$ cat config.mk
export PLATFORM = sky130hd
export DESIGN_NAME = dot_accel_flat
export DESIGN_NICKNAME = d
export VERILOG_FILES = /design/src/rtl/dot_accel_if.sv /design/src/rtl/dot_accel.sv /design/src/flat_wrapper.sv
export SDC_FILE = /design/constraint.sdc
export NUM_CORES = 2
export LEC_CHECK = 0
export ABC_AREA = 1
export BUFFER_PORTS_ARGS = -buffer_cell sky130_fd_sc_hd__buf_2
export CAP_MARGIN = 15
export CORE_MARGIN = 2
export CORE_UTILIZATION = 50
export DETAILED_ROUTE_END_ITERATION = 16
export PLACE_DENSITY = 0.66
export SKIP_CTS_REPAIR_TIMING = 1
export SYNTH_ARGS = -nofsm -noshare
export SYNTH_HDL_FRONTEND = slang
export SYNTH_SLANG_ARGS = --single-unit
$ cat constraint.sdc
create_clock -name clk -period 22.2 [get_ports clk]
set_input_delay 2.22 -clock clk [delete_from_list [all_inputs] [get_ports clk]]
set_output_delay 2.22 -clock clk [all_outputs]
set_load 0.02 [all_outputs]
$ cat src/rtl/dot_accel_if.sv
// Avalon-MM bus bundle for the dot-product accelerator.
// The slave modport is the accelerator view; master is the system side.
interface dot_accel_if;
  logic        slave_waitrequest;
  logic [3:0]  slave_address;
  logic        slave_read;
  logic        slave_write;
  logic [31:0] slave_writedata;
  logic [31:0] slave_readdata;
  logic        master_waitrequest;
  logic [31:0] master_address;
  logic        master_read;
  logic [31:0] master_readdata;
  logic        master_readdatavalid;

  modport slave (
    output slave_waitrequest,
    output slave_readdata,
    output master_address,
    output master_read,
    input  slave_address,
    input  slave_read,
    input  slave_write,
    input  slave_writedata,
    input  master_waitrequest,
    input  master_readdata,
    input  master_readdatavalid
  );

  modport master (
    input  slave_waitrequest,
    input  slave_readdata,
    input  master_address,
    input  master_read,
    output slave_address,
    output slave_read,
    output slave_write,
    output slave_writedata,
    output master_waitrequest,
    output master_readdata,
    output master_readdatavalid
  );
endinterface

$ cat src/rtl/dot_accel.sv
// Q16.16 dot-product accelerator: fetches weight/activation pairs
// over an Avalon-MM master and accumulates their products.
module dot_accel (
  input logic clk,
  input logic reset,
  dot_accel_if.slave bus
);
  typedef enum logic [2:0] {
    IDLE, RD_W, WT_W, RD_A, WT_A, MAC, DONE
  } state_t;

  state_t      state;
  logic [31:0] w_base;
  logic [31:0] a_base;
  logic [31:0] n_len;
  logic [31:0] w_ptr;
  logic [31:0] a_ptr;
  logic [31:0] n_run;
  logic [31:0] idx;
  logic [31:0] acc;
  logic [31:0] result;
  logic [31:0] w_dat;
  logic [31:0] a_dat;
  logic        start_q;
  logic [63:0] prod;
  logic [31:0] term;
  logic        busy;
  logic        wr0;
  logic        rd0;

  // start_q covers the cycle between the start write and leaving IDLE
  assign busy = (state != IDLE) || start_q;
  assign wr0  = bus.slave_write && (bus.slave_address == 4'd0);
  assign rd0  = bus.slave_read && (bus.slave_address == 4'd0);

  assign prod = 64'($signed(w_dat)) * 64'($signed(a_dat));
  assign term = 32'(prod >> 16);

  assign bus.slave_waitrequest = rd0 && busy;

  always_comb begin
    bus.slave_readdata = '0;
    unique case (1'b1)
      bus.slave_address == 4'd0: bus.slave_readdata = result;
      bus.slave_address == 4'd2: bus.slave_readdata = w_base;
      bus.slave_address == 4'd3: bus.slave_readdata = a_base;
      bus.slave_address == 4'd5: bus.slave_readdata = n_len;
      default: ;
    endcase
  end

  always_ff @(posedge clk) begin
    if (reset) begin
      state              <= IDLE;
      w_base             <= '0;
      a_base             <= '0;
      n_len              <= '0;
      w_ptr              <= '0;
      a_ptr              <= '0;
      n_run              <= '0;
      idx                <= '0;
      acc                <= '0;
      result             <= '0;
      w_dat              <= '0;
      a_dat              <= '0;
      start_q            <= 1'b0;
      bus.master_read    <= 1'b0;
      bus.master_address <= '0;
    end else begin
      if (bus.slave_write) begin
        unique case (1'b1)
          bus.slave_address == 4'd2: w_base <= bus.slave_writedata;
          bus.slave_address == 4'd3: a_base <= bus.slave_writedata;
          bus.slave_address == 4'd5: n_len  <= bus.slave_writedata;
          default: ;
        endcase
      end

      if (wr0 && !busy) begin
        w_ptr   <= w_base;
        a_ptr   <= a_base;
        n_run   <= n_len;
        idx     <= '0;
        acc     <= '0;
        start_q <= 1'b1;
      end

      unique case (state)
        IDLE: begin
          if (start_q) begin
            start_q <= 1'b0;
            if (n_run == 32'd0) begin
              state <= DONE;
            end else begin
              state              <= RD_W;
              bus.master_read    <= 1'b1;
              bus.master_address <= w_ptr;
            end
          end
        end
        RD_W: begin
          if (!bus.master_waitrequest) begin
            bus.master_read <= 1'b0;
            state           <= WT_W;
          end
        end
        WT_W: begin
          if (bus.master_readdatavalid) begin
            w_dat              <= bus.master_readdata;
            state              <= RD_A;
            bus.master_read    <= 1'b1;
            bus.master_address <= a_ptr;
          end
        end
        RD_A: begin
          if (!bus.master_waitrequest) begin
            bus.master_read <= 1'b0;
            state           <= WT_A;
          end
        end
        WT_A: begin
          if (bus.master_readdatavalid) begin
            a_dat <= bus.master_readdata;
            state <= MAC;
          end
        end
        MAC: begin
          acc   <= acc + term;
          w_ptr <= w_ptr + 32'd4;
          a_ptr <= a_ptr + 32'd4;
          if (idx + 32'd1 < n_run) begin
            idx                <= idx + 32'd1;
            state              <= RD_W;
            bus.master_read    <= 1'b1;
            bus.master_address <= w_ptr + 32'd4;
          end else begin
            state <= DONE;
          end
        end
        DONE: begin
          result <= acc;
          state  <= IDLE;
        end
        default: state <= IDLE;
      endcase
    end
  end
endmodule

$ cat src/flat_wrapper.sv
// flat-port wrapper written by rule: the top's interface ports become plain ports
module dot_accel_flat 
  (clk, reset, bus_slave_waitrequest, bus_slave_readdata, bus_master_address, bus_master_read, bus_slave_address, bus_slave_read, bus_slave_write, bus_slave_writedata, bus_master_waitrequest, bus_master_readdata, bus_master_readdatavalid);
  dot_accel_if bus_i ();
  input logic clk;
  input logic reset;
  output wire logic [$bits(bus_i.slave_waitrequest)-1:0] bus_slave_waitrequest;
  output wire logic [$bits(bus_i.slave_readdata)-1:0] bus_slave_readdata;
  output wire logic [$bits(bus_i.master_address)-1:0] bus_master_address;
  output wire logic [$bits(bus_i.master_read)-1:0] bus_master_read;
  input wire logic [$bits(bus_i.slave_address)-1:0] bus_slave_address;
  input wire logic [$bits(bus_i.slave_read)-1:0] bus_slave_read;
  input wire logic [$bits(bus_i.slave_write)-1:0] bus_slave_write;
  input wire logic [$bits(bus_i.slave_writedata)-1:0] bus_slave_writedata;
  input wire logic [$bits(bus_i.master_waitrequest)-1:0] bus_master_waitrequest;
  input wire logic [$bits(bus_i.master_readdata)-1:0] bus_master_readdata;
  input wire logic [$bits(bus_i.master_readdatavalid)-1:0] bus_master_readdatavalid;
  assign bus_slave_waitrequest = bus_i.slave_waitrequest;
  assign bus_slave_readdata = bus_i.slave_readdata;
  assign bus_master_address = bus_i.master_address;
  assign bus_master_read = bus_i.master_read;
  assign bus_i.slave_address = bus_slave_address;
  assign bus_i.slave_read = bus_slave_read;
  assign bus_i.slave_write = bus_slave_write;
  assign bus_i.slave_writedata = bus_slave_writedata;
  assign bus_i.master_waitrequest = bus_master_waitrequest;
  assign bus_i.master_readdata = bus_master_readdata;
  assign bus_i.master_readdatavalid = bus_master_readdatavalid;
  dot_accel u_core (.clk(clk), .reset(reset), .bus(bus_i));
endmodule
Yosys cells after proc, flatten, opt, wreduce, memory -nomap -nowiden
Index checks and enable logic that the tools add are counted.
{"block": "op_classes", "n_addsub": 4, "n_mul": 1, "order_cmp": 1, "eq_ne": 17, "muxes": 32, "reduce_logical": 22}
{"op": "two-way mux 32 bit", "count": 13}
{"op": "case mux 32 bit (4 select lines)", "count": 1}
{"op": "case mux 32 bit (3 select lines)", "count": 1}
{"op": "adder 32 x 3 -> 32 bit (second input constant)", "count": 2}
{"op": "multiplier 32 x 32 -> 48 bit", "count": 1}
{"op": "adder 32 x 1 -> 32 bit (second input constant)", "count": 1}
{"op": "adder 32 bit", "count": 1}
{"op": "zero test 32 bit", "count": 1}
{"op": "less-than comparator 32 bit", "count": 1}
{"op": "two-way mux 3 bit", "count": 7}
{"op": "case mux 3 bit (6 select lines)", "count": 1}
{"op": "!= test 2 bit (second input constant)", "count": 6}
{"op": "AND reduction 2 bit", "count": 5}
{"op": "AND reduction 5 bit", "count": 2}
{"op": "== test 3 bit (second input constant)", "count": 3}
{"op": "== test 4 x 2 -> 1 bit (second input constant)", "count": 2}
{"op": "two-way mux 1 bit", "count": 8}
{"op": "== test 3 x 2 -> 1 bit (second input constant)", "count": 2}
{"op": "AND reduction 6 bit", "count": 1}
{"op": "nonzero test 3 bit", "count": 2}
{"op": "== test 4 x 3 -> 1 bit (second input constant)", "count": 1}
{"op": "logical AND 1 bit", "count": 4}
{"op": "zero test 4 bit", "count": 1}
{"op": "!= test 2 x 1 -> 1 bit (second input constant)", "count": 2}
{"op": "8 further kinds", "count": 8}
{"block": "totals", "ff_bits": 389, "input_bits": 74, "out_inout_bits": 66}

Logic depth before layout (Yosys ltp)
{"block": "depth", "ltp_word": 7, "depth_mapped": 45, "mapped_depth_nobuf": 43}

Worst setup path after synthesis
OpenSTA, ideal clock, no wires.
{"block": "synth_timing", "path_kind": "register to register", "from": "register u_core.a_dat[3]", "to": "register u_core.acc[18]", "setup_ns": 0.132, "arrival_time_ns": 7.890, "t_required_ns": 22.068, "slack_ns": 14.178, "stages_incl_launch_ff": 38, "period_less_slack_ns": 8.022, "cell_sequence": "dfxtp_1 -> clkbuf_1 -> clkbuf_1 -> nand2_1 -> inv_1 -> fa_1 -> fa_1 -> inv_1 -> fa_1 -> fa_1 -> inv_1 -> fa_1 -> inv_1 -> fa_1 -> inv_1 -> fa_1 -> fa_1 -> ha_1 -> (+2 left out) -> nand2_1 -> nor4_1 -> a21oi_1 -> o21ai_1 -> nand2_1 -> nand2_1 -> xor2_1 -> ha_1 -> nand2_1 -> nor3_1 -> nand3_1 -> nand3_1 -> a21oi_1 -> o21ai_1 -> a21oi_1 -> or2_0 -> nand3_1 -> a21oi_1"}
{"block": "synth_via", "elab_chain_len": 3}
{"element": "start, declared", "line_no": "dot_accel.sv:23", "rtl": "logic [31:0] a_dat;"}
{"element": "start signal, assigned", "line_no": "dot_accel.sv:123", "rtl": "a_dat <= bus.master_readdata;"}
{"element": "multiplier 32 x 32 -> 48 bit", "line_no": "dot_accel.sv:36", "rtl": "assign prod = 64'($signed(w_dat)) * 64'($signed(a_dat));"}
{"element": "adder 32 bit", "line_no": "dot_accel.sv:128", "rtl": "acc <= acc + term;"}
{"element": "two-way mux 32 bit", "line_no": "dot_accel.sv:88", "rtl": "unique case (state)"}
{"element": "end signal, assigned", "line_no": "dot_accel.sv:128"}
{"element": "end, declared", "line_no": "dot_accel.sv:20", "rtl": "logic [31:0] acc;"}
No other way between the ends.
A chain may end at the register's enable or synchronous reset.

Final worst setup path
{"block": "layout_timing", "from": "register u_core.w_dat[9]", "to": "register u_core.acc[18]"}
{"block": "layout_via", "elab_chain_len": 3}
{"element": "start, declared", "line_no": "dot_accel.sv:22", "rtl": "logic [31:0] w_dat;"}
{"element": "start signal, assigned", "line_no": "dot_accel.sv:109", "rtl": "w_dat <= bus.master_readdata;"}
{"element": "multiplier 32 x 32 -> 48 bit", "line_no": "dot_accel.sv:36"}
{"element": "adder 32 bit", "line_no": "dot_accel.sv:128"}
{"element": "two-way mux 32 bit", "line_no": "dot_accel.sv:88"}
No other way between the ends.

==> key figures <==
Finish
  – Multi-input gate area: between 0.03 and 0.04 sq mm
  – Area growth syn-to-layout: 6.21%
  – Final net count: between 7000 and 8000
  – Layout cells sized above 1: under 10%
  – Fillers: around 9600
  – Fin cells: 7930
  – Flip-flop and latch area: a little under 0.008 sq mm

GRT
  – GRT overflow: 0
  – Vias in the first global route: approximately 44000
  – Global Route Usage Sum: 30.6%
  – Largest net degree at the start of global routing: approximately 140
  – Initial antenna violation count: 14
  – First-pass GRT wire length: ~250000 um

Power
  – Peak VDD IR: slightly below 0.08 mV
  – NetSw: around 0.0008 W
  – Sw Ratio: 37.4%
  – PD cells: just under 40 mW/mm^2
  – Power Internal: 0.00132 W
  – Clk pwr share: between 30 and 40%
  – Flop pwr share: between 30% and 40%
  – Leakage: 28.4 nW
  – Comb pwr share: about a quarter

Job
  – Max Cap Viol: 0

Setup path
  – Crit path DAT: about 11 ns
  – Critical path class: reg -> reg
  – Most used cell along the critical path: fa_1
  – Required @ worst endpoint: ~23 ns
  – Slowest-stage cell, CP: dfxtp_1
  – Critical Path Source Type: flip-flop
  – Slowest stage delay, CP: approximately 0.73 ns
  – CP Capture Type: flip-flop
  – Worst-path maximum fanout: 19
  – Flop2flop setup slack: between 10 and 15 ns

Drt
  – DRC viols: 0
  – First-pass DRT Iterations: 6
  – Wire length per cell: between 15 and 20 um
  – Drt total wl: roughly 150000 um
  – Vias: approximately 43000
  – DR iter-0 viols: 4029
  – Vias/cell: around 5.4
  – Post-route ant nets: 0

Clock network
  – CTS tree: built
  – Sink Count: between 300 and 400
  – H-tree Lvls: 2
  – Worst-path clk slew: around 0.080 ns
  – Root Buffer: clkbuf_16
  – Clock buffer depth: 3
  – Skew-Pair Late Insertion Delay: approximately 0.63 ns
  – CTS buffer count: 43

Floorplan
  – Full die area: 0.102 sq mm
  – Io pins: between 100 and 150
  – Height of the die: roughly 320 um
  – Rows: ~120
  – Die width: approximately 320 um
  – Core Area: between 0.09 and 0.1 sq mm
  – Initial core utilization: about half

STA
  – Final setup TNS: 0 ns
  – Final setup vio count: 0
  – Minimum clock period: between 9 and 10 ns
  – Actual slew at the worst max-slew pin: roughly 1.1 ns
  – Rel. slew slack: 25.9%
  – Slew Viols, Final: 0
  – Final period util: ~45%
  – Unrepaired setup endpoints after global routing: false
  – Skew final: 0.0383 ns
  – FMAX: between 100 and 150 MHz
  – Hold Violations, Final: 0

Yosys
  – Synth Flop Type: dfxtp_1
  – Syn Area/Cell: ~7.5 sq um
  – Synth top cells by count: inv_1 (1647), nand2_1 (1552), fa_1 (839)
  – Share of cell area taken by muxes after synthesis: less than 1%
  – Synthesis Warnings: 0
  – Cell Area, Synth: between 0.04 and 0.05 sq mm
  – Count leader, synth: inv_1
  – Post-synthesis cell count: ~6700
  – Adder-cell share of the synthesized area: 39.4%
  – Synth top area cells: fa_1 (34%), dfxtp_1 (16%), inv_1 (12%), nand2_1 (12%), ha_1 (5.7%)
  – Xor-xnor portion of the synthesized cell area: between 1 and 1.5%
  – Syn_nets: between 7000 and 8000
  – Post-synth ARST share: 0%
  – Post-synth EDFFs: 0
  – Post-synthesis sequential area ratio: between 15 and 20%
  – Simple-gate share of the synthesized area: 17.8%
  – Largest family of logic cells by synthesized area: adder cells
  – Cell variety after synth: 55
  – Yosys top cell area share: 33.6%
  – Compound-gate portion of the synthesized area: around a tenth
  – Area leader, netlist: fa_1
  – #FFs+latches synth: between 300 and 400

Placed design
  – Placed Cells: 7848
  – Detailed placement HPWL: around 120000 um
  – GPL Wtd Cong: 0.958
  – Buffers on Ports: ~140

Hold path
  – Hold Path Class: reg -> reg

Run status
  – Run status: completed
-- path summary, 6_finish.rpt --
kind                            cells after the start                     end                    from
worst max-delay path                               36          u_core.acc[18]         u_core.w_dat[9]
worst min-delay path                                2  u_core.bus.master_read  u_core.bus.master_read
worst max register to register                     36          u_core.acc[18]         u_core.w_dat[9]
worst min register to register                      2  u_core.bus.master_read  u_core.bus.master_read
-- critical path: cells and delay by family, from the launching register on --
family | cells | cell delay (ns)
AO/OA/AOI/OAI | 8 | 1.70
adder cells (fa/ha/maj) | 10 | 4.54
AND/OR/NAND/NOR | 10 | 1.75
XOR/XNOR | 1 | 0.32
buffers and inverters | 7 | 0.83
flip-flops | 1 | 0.73
-- placed cells by master, fill, tap and decap left out, types with 18 or more instances in the layout --
cell type  synthesis  routed
inv_1           1647    1647
inv_2             25      25
xor2_1            60      60
o22ai_1           18      18
dfxtp_1          389     385
buf_2             20     138
clkbuf_16          0      43
o21ai_0          285     285
xnor2_1           20      20
a21oi_1          464     464
o21ai_1           55      55
nand4_1           32      32
ha_1             229     229
o2111ai_1         32      32
fa_1             839     839
nand2_1         1552    1550
nand3_1          201     201
nor2_1           258     254
nor3_1            38      36
a31oi_1           39      39
buf_4              4      84
-- sequential cells by signal (all words and copies together), names as in the netlist --
register,flops
u_core.start_q,1
u_core.w_ptr,32
u_core.w_dat,32
u_core.w_base,32
u_core.n_len,32
u_core.result,32
u_core.a_ptr,32
u_core.bus.master_address,32
u_core.acc,32
u_core.bus.master_read,1
u_core.idx,32
u_core.state,3
u_core.a_base,32
u_core.n_run,32
u_core.a_dat,32
-- metal layers --
layer	part of all wire [%]	GRT usage (%)	vias to the layer above
li1	-	-	19800
met1	41	40.9	20900
met2	46	50.4	1714
met3	7.7	4.45	361
met4	4.5	11.7	22
met5	0.091	0	-
-- kinds of logic after synthesis --
kind of cell	Yosys count
and+or+nand+nor	2167
buffers and inverters	2032
adders and majority gates	1068
xor gates and xnor gates	81
AOI/OAI and AO/OA	957
muxes	2
DFF	389
-- power by group through the flow --
stage	combinational (W)	clock, W	sequential (W)
6_report	0.000551	0.000780	0.000775
2_1_floorplan	0.000328	0	0.000791
5_1_grt	0.000593	0.000817	0.000779
4_1_cts	0.000545	0.000791	0.000774
3_3_place_gp	0.000536	0	0.000788
3_5_place_dp	0.000541	0	0.000789
-- through the flow --
step / power [W] / setup slack (ns) / cell area, sq um / utilization, % / hold slack, ns
after detailed placement: 0.00133 / 12.54 / 51500 / 52.2 / 0.432
after global routing: 0.00219 / 11.68 / 53000 / 53.7 / 0.476
after global placement: 0.00132 / 12.65 / 51500 / 52.2 / 0.434
final: 0.00211 / 12.20 / 53000 / 53.7 / 0.448
after floorplan: 0.00112 / 14.18 / 49900 / - / 0.444
after CTS: 0.00211 / 12.43 / 53000 / 53.7 / 0.449
-- final cells by class --
cell class	count	area share [%]
multi-input cells	4275	65.1
flip-flops and latches	389	14.7
inverters	1674	11.9
well taps	1287	3.04
repair buffers	223	2.51
clock buffers	62	2.33
clock inverters	17	0.444
diodes	3	0.0142
Note: power is estimated with default switching activity, not from simulation.
